--- config.mk ---
export PLATFORM = sky130hd
export DESIGN_NAME = tl_ul_inflight_monitor_flat
export DESIGN_NICKNAME = d
export VERILOG_FILES = /design/src/rtl/tl_ul_inflight_monitor_if.sv /design/src/rtl/tl_ul_inflight_monitor.sv /design/src/flat_wrapper.sv
export SDC_FILE = /design/constraint.sdc
export NUM_CORES = 1
export LEC_CHECK = 0
export ABC_AREA = 0
export CAP_MARGIN = 25
export CORE_ASPECT_RATIO = 1.4
export CORE_MARGIN = 2
export CORE_UTILIZATION = 50
export DETAILED_ROUTE_END_ITERATION = 7
export PLACE_DENSITY = 0.8
export SYNTH_ARGS = -nofsm -noshare
export SYNTH_HDL_FRONTEND = slang
export SYNTH_SLANG_ARGS = --single-unit
--- constraint.sdc ---
create_clock -name clock -period 3.6 [get_ports clock]
set_clock_uncertainty 0.15 [all_clocks]
set_input_delay 0.36 -clock clock [delete_from_list [all_inputs] [get_ports clock]]
set_output_delay 0.36 -clock clock [all_outputs]
set_load 0.05 [all_outputs]
--- src/rtl/tl_ul_inflight_monitor_if.sv ---
// tl_ul_inflight_monitor_if: TL-UL A/D channel signals observed by the in-flight monitor
interface tl_ul_inflight_monitor_if #(
    parameter int SOURCE_BITS = 3,
    parameter int ADDR_BITS   = 31
);
    logic                   a_valid;
    logic                   a_ready;
    logic [2:0]             a_opcode;
    logic [2:0]             a_size;
    logic [SOURCE_BITS-1:0] a_source;
    logic [ADDR_BITS-1:0]   a_address;
    logic                   d_valid;
    logic                   d_ready;
    logic [2:0]             d_opcode;
    logic [2:0]             d_size;
    logic [SOURCE_BITS-1:0] d_source;

    modport master (
        output a_valid, a_ready, a_opcode, a_size, a_source, a_address,
        output d_valid, d_ready, d_opcode, d_size, d_source
    );

    modport slave (
        input a_valid, a_ready, a_opcode, a_size, a_source, a_address,
        input d_valid, d_ready, d_opcode, d_size, d_source
    );
endinterface

--- src/rtl/tl_ul_inflight_monitor.sv ---
// tl_ul_inflight_monitor: tracks per-source TL-UL outstanding requests and flags protocol violations
module tl_ul_inflight_monitor #(
    parameter int SOURCE_BITS = 3,
    parameter int ADDR_BITS   = 31,
    parameter int BEAT_LOG2   = 2,
    parameter int TIMEOUT     = 1024
) (
    input  logic                   clock,
    input  logic                   reset_n,
    tl_ul_inflight_monitor_if.slave tl,
    output logic                   err_pulse,
    output logic [3:0]             err_code,
    output logic                   err_sticky,
    output logic [7:0]             err_count,
    output logic [SOURCE_BITS:0]   inflight_count
);
    localparam int N  = 1 << SOURCE_BITS;
    localparam int TW = TIMEOUT > 1 ? $clog2(TIMEOUT + 1) : 1;

    logic [N-1:0]           inflight_q, inflight_n, get_q;
    logic [2:0]             size_q [N];
    logic                   a_fire, d_fire, d_hit;
    logic                   a_hold_q, d_hold_q;
    logic [2:0]             a_op_q, a_sz_q, d_op_q, d_sz_q;
    logic [SOURCE_BITS-1:0] a_src_q, d_src_q;
    logic [ADDR_BITS-1:0]   a_addr_q;
    logic [TW-1:0]          tmo_q, tmo_inc;
    logic                   tmo_run, tmo_hit;
    logic [10:1]            err;
    logic [3:0]             code_n;
    logic [SOURCE_BITS:0]   pop_n;

    assign a_fire  = tl.a_valid & tl.a_ready;
    assign d_fire  = tl.d_valid & tl.d_ready;
    assign d_hit   = d_fire & inflight_q[tl.d_source];
    assign tmo_run = (inflight_count != '0) && !d_fire;
    assign tmo_inc = tmo_q + 1'b1;
    assign tmo_hit = (TIMEOUT != 0) && tmo_run && (tmo_inc == TW'(TIMEOUT));

    assign err[1]  = a_fire && !(tl.a_opcode inside {3'd0, 3'd1, 3'd4});
    assign err[2]  = a_fire && (tl.a_size > 3'(BEAT_LOG2));
    assign err[3]  = a_fire && ((tl.a_address & ~({ADDR_BITS{1'b1}} << tl.a_size)) != '0);
    assign err[4]  = a_fire && inflight_q[tl.a_source] && !(d_fire && tl.d_source == tl.a_source);
    assign err[5]  = d_fire && !inflight_q[tl.d_source];
    assign err[6]  = d_hit && (tl.d_opcode != (get_q[tl.d_source] ? 3'd1 : 3'd0));
    assign err[7]  = d_hit && (tl.d_size != size_q[tl.d_source]);
    assign err[8]  = a_hold_q && (!tl.a_valid ||
                     {tl.a_opcode, tl.a_size, tl.a_source, tl.a_address} != {a_op_q, a_sz_q, a_src_q, a_addr_q});
    assign err[9]  = d_hold_q && (!tl.d_valid ||
                     {tl.d_opcode, tl.d_size, tl.d_source} != {d_op_q, d_sz_q, d_src_q});
    assign err[10] = tmo_hit;

    always_comb begin
        code_n = '0;
        for (int i = 10; i >= 1; i--) code_n = err[i] ? 4'(i) : code_n;
    end

    // a retiring D frees its source before a same-cycle A re-allocates it
    always_comb begin
        inflight_n = inflight_q;
        if (d_hit) inflight_n[tl.d_source] = 1'b0;
        if (a_fire) inflight_n[tl.a_source] = 1'b1;
        pop_n = '0;
        for (int i = 0; i < N; i++) pop_n = pop_n + {{SOURCE_BITS{1'b0}}, inflight_n[i]};
    end

    always_ff @(posedge clock or negedge reset_n) begin
        if (!reset_n) begin
            inflight_q     <= '0;
            get_q          <= '0;
            size_q         <= '{default: '0};
            a_hold_q       <= 1'b0;
            d_hold_q       <= 1'b0;
            a_op_q         <= '0;
            a_sz_q         <= '0;
            a_src_q        <= '0;
            a_addr_q       <= '0;
            d_op_q         <= '0;
            d_sz_q         <= '0;
            d_src_q        <= '0;
            tmo_q          <= '0;
            err_pulse      <= 1'b0;
            err_code       <= '0;
            err_sticky     <= 1'b0;
            err_count      <= '0;
            inflight_count <= '0;
        end else begin
            inflight_q <= inflight_n;
            if (a_fire) begin
                get_q[tl.a_source]  <= tl.a_opcode == 3'd4;
                size_q[tl.a_source] <= tl.a_size;
            end
            a_hold_q       <= tl.a_valid & ~tl.a_ready;
            d_hold_q       <= tl.d_valid & ~tl.d_ready;
            a_op_q         <= tl.a_opcode;
            a_sz_q         <= tl.a_size;
            a_src_q        <= tl.a_source;
            a_addr_q       <= tl.a_address;
            d_op_q         <= tl.d_opcode;
            d_sz_q         <= tl.d_size;
            d_src_q        <= tl.d_source;
            tmo_q          <= (tmo_run && !tmo_hit) ? tmo_inc : '0;
            err_pulse      <= |err;
            inflight_count <= pop_n;
            if (|err && !err_sticky) begin
                err_sticky <= 1'b1;
                err_code   <= code_n;
            end
            if (|err && err_count != 8'hff) err_count <= err_count + 8'd1;
        end
    end
endmodule

--- src/flat_wrapper.sv ---
// flat-port wrapper written by rule: the top's interface ports become plain ports
module tl_ul_inflight_monitor_flat 
#(
    parameter int SOURCE_BITS = 3,
    parameter int ADDR_BITS   = 31,
    parameter int BEAT_LOG2   = 2,
    parameter int TIMEOUT     = 1024
)
  (clock, reset_n, err_pulse, err_code, err_sticky, err_count, inflight_count, tl_a_valid, tl_a_ready, tl_a_opcode, tl_a_size, tl_a_source, tl_a_address, tl_d_valid, tl_d_ready, tl_d_opcode, tl_d_size, tl_d_source);
  tl_ul_inflight_monitor_if #(.SOURCE_BITS(SOURCE_BITS), .ADDR_BITS(ADDR_BITS)) tl_i ();
  input  logic clock;
  input  logic reset_n;
  output logic err_pulse;
  output logic [3:0] err_code;
  output logic err_sticky;
  output logic [7:0] err_count;
  output logic [SOURCE_BITS:0] inflight_count;
  input wire logic [$bits(tl_i.a_valid)-1:0] tl_a_valid;
  input wire logic [$bits(tl_i.a_ready)-1:0] tl_a_ready;
  input wire logic [$bits(tl_i.a_opcode)-1:0] tl_a_opcode;
  input wire logic [$bits(tl_i.a_size)-1:0] tl_a_size;
  input wire logic [$bits(tl_i.a_source)-1:0] tl_a_source;
  input wire logic [$bits(tl_i.a_address)-1:0] tl_a_address;
  input wire logic [$bits(tl_i.d_valid)-1:0] tl_d_valid;
  input wire logic [$bits(tl_i.d_ready)-1:0] tl_d_ready;
  input wire logic [$bits(tl_i.d_opcode)-1:0] tl_d_opcode;
  input wire logic [$bits(tl_i.d_size)-1:0] tl_d_size;
  input wire logic [$bits(tl_i.d_source)-1:0] tl_d_source;
  assign tl_i.a_valid = tl_a_valid;
  assign tl_i.a_ready = tl_a_ready;
  assign tl_i.a_opcode = tl_a_opcode;
  assign tl_i.a_size = tl_a_size;
  assign tl_i.a_source = tl_a_source;
  assign tl_i.a_address = tl_a_address;
  assign tl_i.d_valid = tl_d_valid;
  assign tl_i.d_ready = tl_d_ready;
  assign tl_i.d_opcode = tl_d_opcode;
  assign tl_i.d_size = tl_d_size;
  assign tl_i.d_source = tl_d_source;
  tl_ul_inflight_monitor #(.SOURCE_BITS(SOURCE_BITS), .ADDR_BITS(ADDR_BITS), .BEAT_LOG2(BEAT_LOG2), .TIMEOUT(TIMEOUT)) u_core (.clock(clock), .reset_n(reset_n), .tl(tl_i), .err_pulse(err_pulse), .err_code(err_code), .err_sticky(err_sticky), .err_count(err_count), .inflight_count(inflight_count));
endmodule
== Word-level counts from Yosys, hierarchy flattened ==
Cells that the tools add are included.
Word-level totals
  bits in registers: 120
  input port bits: 55
  output and inout port bits: 18
  logic and storage cells: 131
Operators by class
  add/sub/neg operators: 9
  $lt $le $gt $ge: 8
  eq/ne operators: 9
  shift-type cells: 1
  muxes and demuxes: 31
  bitwise operators: 14
  reduce and logical (&&, ||, !) cells: 34
Operators by type and width (count)
  4-bit two-way mux: 10
  40-bit inequality test: 1
  31-bit bitwise AND: 1
  31-bit NOT: 1
  31-bit nonzero test: 1
  31-bit by 3-bit << shifter with 31-bit output, first input constant: 1
  4-bit by 1-bit adder with 4-bit output: 6
  24-bit bitwise mux: 1
  1-bit logical AND: 19
  8-bit two-way mux: 2
  11-bit by 1-bit adder with 11-bit output, second input constant: 1
  11-bit == test, second input constant: 1
  11-bit two-way mux: 1
  10-bit OR reduction: 1
  1-bit binary-select mux with 3-bit select: 3
  3-bit binary-select mux with 3-bit select: 1
  3-bit demux with 3-bit select: 1
  3-bit two-way mux: 3
  9-bit inequality test: 1
  8-bit by 1-bit adder with 8-bit output, second input constant: 1
  8-bit bitwise AND: 1
  8-bit bitwise mux: 1
  4-bit greater-or-equal comparator, second input constant: 2
  1-bit zero test: 8
  21 further kinds: 37

== Depth between registers and ports, before layout ==
Gate-level depths: netlist of run 1.
  depth after elaboration: 16
  gate-level depth with buffers: 18
  mapped depth without buffers: 16

== Worst setup path before layout of run 1 ==
Ideal clock, no wire load.
  path type: input-to-reg
  from: input port tl_d_source[2]
  to: register u_core.inflight_count[1]
  library setup time: 0.064 ns
  data arrival time: 3.786 ns
  required time: 3.386 ns
  slack: -0.400 ns
  stages on the path: 13
  buffers on the path: 1
  cells stage by stage: buf_6 > or2_2 > o22ai_1 > o21bai_1 > or4b_2 > a21oi_1 > fa_1 > fa_1 > inv_1 > fa_1 > inv_1 > fa_1 > inv_1
Between the ends
  cells in the longest elaborated chain, start to end: 16
  elaborated cells on any way between the ends: 20
  classes of those cells: add/sub: 7; order compare: 2; mux: 6; bitwise: 4; reduce/logical: 1
RTL lines
  from (decl): line flat_wrapper.sv:28  | input wire logic [$bits(tl_i.d_source)-1:0] tl_d_source;
  3-bit by 4-bit less-than comparator with 1-bit output (not written as such) or 3-bit by 1-bit greater-or-equal comparator with 1-bit output (tied branches): line tl_ul_inflight_monitor.sv:61  | if (d_hit) inflight_n[tl.d_source] = 1'b0;
  1-bit logical AND (not written as such): line tl_ul_inflight_monitor.sv:61
  1-bit two-way mux (not written as such): line tl_ul_inflight_monitor.sv:61
  1-bit demux with 3-bit select
  8-bit NOT (no source line)
  8-bit bitwise AND (no source line)
  8-bit two-way mux *: line tl_ul_inflight_monitor.sv:61
  8-bit bitwise OR (no source line)
  8-bit two-way mux *: line tl_ul_inflight_monitor.sv:62  | if (a_fire) inflight_n[tl.a_source] = 1'b1;
  1-bit by 1-bit adder with 2-bit output: line tl_ul_inflight_monitor.sv:64  | for (int i = 0; i < N; i++) pop_n = pop_n + {{SOURCE_BITS{1'b0}}, inflight_n[i]};
  4-bit by 1-bit adder with 4-bit output (5 in a row): line tl_ul_inflight_monitor.sv:64
  4-bit by 1-bit adder with 4-bit output *: line tl_ul_inflight_monitor.sv:64
  via u_core.pop_n[1]: line tl_ul_inflight_monitor.sv:31  | logic [SOURCE_BITS:0] pop_n;
  to (signal assigned): line tl_ul_inflight_monitor.sv:104  | inflight_count <= pop_n;
  to (decl): line tl_ul_inflight_monitor.sv:15  | output logic [SOURCE_BITS:0] inflight_count
The timed path passes the listed nets; every way through them passes the cells marked *. The select of a mux whose other input is x is not followed.
A chain may end at the register's enable or synchronous reset.

== Worst setup path in the final report of run 1 ==
  from: register u_core.inflight_q[5]
  to: register u_core.inflight_count[1]
Between the ends
  cells in the longest elaborated chain, start to end: 13
  elaborated cells on any way between the ends: 14
  classes of those cells: add/sub: 7; mux: 4; bitwise: 3
RTL lines
  from (decl): line tl_ul_inflight_monitor.sv:20  | logic [N-1:0] inflight_q, inflight_n, get_q;
  from (signal assigned): line tl_ul_inflight_monitor.sv:88  | inflight_q <= inflight_n;
  1-bit binary-select mux with 3-bit select: line tl_ul_inflight_monitor.sv:35  | assign d_hit = d_fire & inflight_q[tl.d_source];
  1-bit two-way mux (not written as such): line tl_ul_inflight_monitor.sv:35
  1-bit bitwise AND: line tl_ul_inflight_monitor.sv:35
  8-bit two-way mux *: line tl_ul_inflight_monitor.sv:61
  8-bit bitwise OR (no source line)
  8-bit two-way mux *: line tl_ul_inflight_monitor.sv:62
  1-bit by 1-bit adder with 2-bit output: line tl_ul_inflight_monitor.sv:64
  4-bit by 1-bit adder with 4-bit output (5 in a row): line tl_ul_inflight_monitor.sv:64
  4-bit by 1-bit adder with 4-bit output *: line tl_ul_inflight_monitor.sv:64
  via u_core.pop_n[1]: line tl_ul_inflight_monitor.sv:31
Marks and branches as above.

==> flow_metrics.tcl, run 1 <==
set metrics [dict create \
    routed_wl_mm 15.8 \
    finalCriticalPeriod_ns 3.91 \
    drt-wirelength-per-cell_um 19.3 \
    post_dp_cell_area_sq_mm 0.00698 \
    slew_violations 0 \
    synthesis.nets 564 \
    outcome "complete, but fails checks" \
    final_core_util_pct 70.7 \
    synth_area_leader_cell "dfrtp_1" \
    dp_hpwl_mm 10.8 \
    die_x_um 94.3 \
    ys_warn_count 0 \
    fin_tns_setup_ns -0.840 \
    yosysTopAreaCellShare_pct 52.6 \
    power_density_mw_per_mm2 640 \
    core_sq_mm 0.0112 \
    die_h_um 130 \
    rows 46 \
    synth_seq_cells 120 \
    violations "negative setup slack" \
    clock_latency_ns 0.42 \
    grt_use_total_pct 27.1 \
    grtUsageMet2_pct 46.8 \
    numCtsBuffers 17 \
    num_antenna_cells 0 \
    overflow 0 \
    cp.arrival_ns 4.12 \
    portBuffers 72 \
    viasPerCell 5.61 \
    multiInputGateArea_sq_mm 0.00261 \
    worst_slack_ns -0.315 \
    cellLeakagePower_nw 3.57 \
    postRouteAntennaNets 0 \
    end_kind "flip-flop" \
    crit_required_ns 3.81 \
    htree_levels 4 \
    final.period_utilization_pct 109 \
    dieArea_sq_mm 0.0123 \
    start_util_pct 50.9 \
    synth_cell_type_count 63 \
    io_pins 73 \
    rsz0062_at_grt "yes" \
    gr-max-usage-layer "met2" \
    syn-cell-area_sq_mm 0.00571 \
    setup_viol_count_final 4 \
    clk_pin_slew_worst_paths_ns 0.06 \
    gr-usage-met3_pct 6.48 \
    maxCapViolCount 0 \
    max-clock-path-buffers 2 \
    vias 4613 \
    ff_latch_area_sq_mm 0.00300 \
    async_flop_share_pct 100 \
    routabilityCongestion 0.896 \
    relSlewSlack_pct 29.9 \
    worst_slew_pin_slew_ns 1.05 \
    first_iter_violations 254 \
    synth-seq-area-share_pct 52.6 \
    antenna_found_initial 0 \
    path_max_fanout 5 \
    synthFlopType "dfrtp_1" \
    grt_pass1_vias 4879 \
    cp-start-kind "flip-flop" \
    synth_edf_count 0 \
    grt_pass1_wl_mm 25.0 \
    synthTopCellsByArea "dfrtp_1 53%, xor2_1 6.9%, mux2_2 4.5%" \
    dr.pass1.iters 4 \
    hold_class "input pin to flip-flop" \
    synthToLayoutAreaGrowth_pct 39.0 \
    critPathKind "flip-flop to flip-flop" \
    cts_tree "done" \
    ir_worst_vdd_mv 0.299 \
    layout.nets 730 \
    avgSynthCellArea_sq_um 11.4 \
    final_cell_area_sq_mm 0.00794 \
    grt_start_max_net_pins 70 \
    drive_gt1_share_pct 25.2 \
    use_met1_pct 30.9 \
    drc 0 \
    cts-root-buf "clkbuf_16" \
    cts_sinks 120 \
    fillers 823 \
    hold_viol 0 \
    fmax_mhz 255 \
    postSynthCellCount 499 \
]
cells by family after synthesis:
group / Yosys count / share of synthesized area (%)
AO/OA/AOI/OAI: 78 / 9.12
multiplexers: 44 / 8.35
XOR/XNOR: 67 / 10.3
adder cells (fa/ha/maj): 10 / 2.72
flip-flops: 120 / 52.6
buffers and inverters: 41 / 3.42
AND/OR/NAND/NOR: 139 / 13.5
flip-flops by register name, summed over array words and instances (netlist names), 3 cells and up:
| signal | count |
|---|---|
| u_core.err_count | 8 |
| u_core.a_addr_q | 31 |
| u_core.size_q | 24 |
| u_core.inflight_count | 4 |
| u_core.d_op_q | 3 |
| u_core.a_op_q | 3 |
| u_core.err_code | 4 |
| u_core.tmo_q | 11 |
| u_core.d_src_q | 3 |
| u_core.a_src_q | 3 |
| u_core.a_sz_q | 3 |
| u_core.d_sz_q | 3 |
| u_core.get_q | 8 |
| u_core.inflight_q | 8 |
cell usage in the layout (no fill, tap or decap), types with 4 or more instances in the layout:
cell type,instances
nor2b_1,4
a211oi_1,4
mux2_2,23
nor2_1,17
nand3_1,12
nor4_1,10
o22ai_1,4
nor3_1,6
a21oi_1,11
o21ai_0,20
nand4_1,7
clkbuf_16,17
xor2_1,45
nand2b_1,6
o31ai_1,5
or3_1,7
buf_4,84
mux2i_1,18
and3_1,4
xnor2_1,22
buf_6,6
dfrtp_1,120
ha_1,5
clkdlybuf4s50_1,68
or4_1,6
nand2_1,34
inv_1,23
repair_timing:
item / CTS / global route
pin swaps: 8 / 6
endpoints found under the hold margin: 67 / 0
gates resized for setup: 6 / 17
setup buffers: 28 / 9
hold buffers: 1 / 0
endpoints found under the setup margin: 4 / 5
cloned: 0 / 0
final timing paths:
check / from / to / slack, ns / depth (start not counted)
hold / removal: tl_a_address[23] / u_core.a_addr_q[23]$_DFF_PN0_ / 0.28 / 1
hold reg to reg: u_core.size_q[18]$_DFFE_PN0P_ / u_core.size_q[18]$_DFFE_PN0P_ / 0.34 / 2
setup reg to reg: u_core.inflight_q[5]$_DFF_PN0_ / u_core.inflight_count[1]$_DFF_PN0_ / -0.31 / 14
min in group asynchronous: reset_n / u_core.a_addr_q[24]$_DFF_PN0_ / 0.46 / 2
max in group asynchronous: reset_n / u_core.err_count[5]$_DFFE_PN0P_ / 2.10 / 3
setup / recovery: u_core.inflight_q[5]$_DFF_PN0_ / u_core.inflight_count[1]$_DFF_PN0_ / -0.31 / 14
where the power goes:
| group | leakage (nW) | switching (W) | total (W) | internal [W] |
|---|---|---|---|---|
| logic | 1.81 | 0.000838 | 0.00156 | 0.000726 |
| registers | 1.46 | 0.000178 | 0.00175 | 0.00157 |
| clock network | 0.296 | 0.000640 | 0.00177 | 0.00113 |
area by class of cell:
type                    instances  share of cell area (%)
clock buffers                  19                    5.71
clock inverters                13                    2.10
inverters                      25                    1.18
multi-input cells             338                    32.8
flip-flops and latches        120                    37.8
well taps                     144                    2.27
repair buffers                163                    18.1
synth_stat cells, types with 4 or more instances:
cell      number
mux2i_1       18
ha_1           6
a21oi_1       14
o22ai_1        6
buf_6          4
nor2b_1        4
clkbuf_1       5
buf_2          6
dfrtp_1      120
nand3_1       12
nand2_1       36
xnor2_1       22
fa_1           4
nand2b_1       6
or4_1          6
nor2_1        17
nand4_1        7
and3_1         4
inv_1         25
nor4_1        10
or3_1          7
a211oi_1       4
o21ai_0       20
xor2_1        45
o31ai_1        6
nor3_1         6
mux2_2        23
worst max-delay path, stage by stage, from the launching register on:
cell and delay, ns:
dfrtp_1 0.42, mux2i_1 0.11, o22ai_2 0.21, o21bai_4 0.11, buf_4 0.15, buf_4 0.14, or3_1 0.36, a21oi_2 0.27
fa_1 0.49, fa_1 0.49, inv_1 0.05, fa_2 0.36, inv_2 0.06, fa_1 0.41, inv_1 0.07
per-stage QoR:
stage | cells | setup slack (ns) | hold slack, ns | power [W]
5_1_grt | 822 | -0.438 | 0.271 | 0.00532
3_3_place_gp | 758 | -0.738 | 0.314 | 0.00305
2_1_floorplan | 499 | -0.251 | -0.0856 | 0.00258
3_5_place_dp | 758 | -0.891 | 0.327 | 0.00312
6_report | 822 | -0.315 | 0.277 | 0.00508
4_1_cts | 819 | -0.222 | 0.273 | 0.00499
metal layers:
metal / wire [um] / part of all wire (%)
met5: 0 / 0
met4: 820 / 5.2
met3: 614 / 3.9
met2: 8260 / 52
met1: 6150 / 39
Note: power is estimated with default switching activity, not from simulation.
==> inputs of run 2 (changes only) <==
Settings changed: HOLD_SLACK_MARGIN set to 0.15.
==> results of run 2 <==
Same layout as run 1: the final DEF is identical, and so are final timing and power.
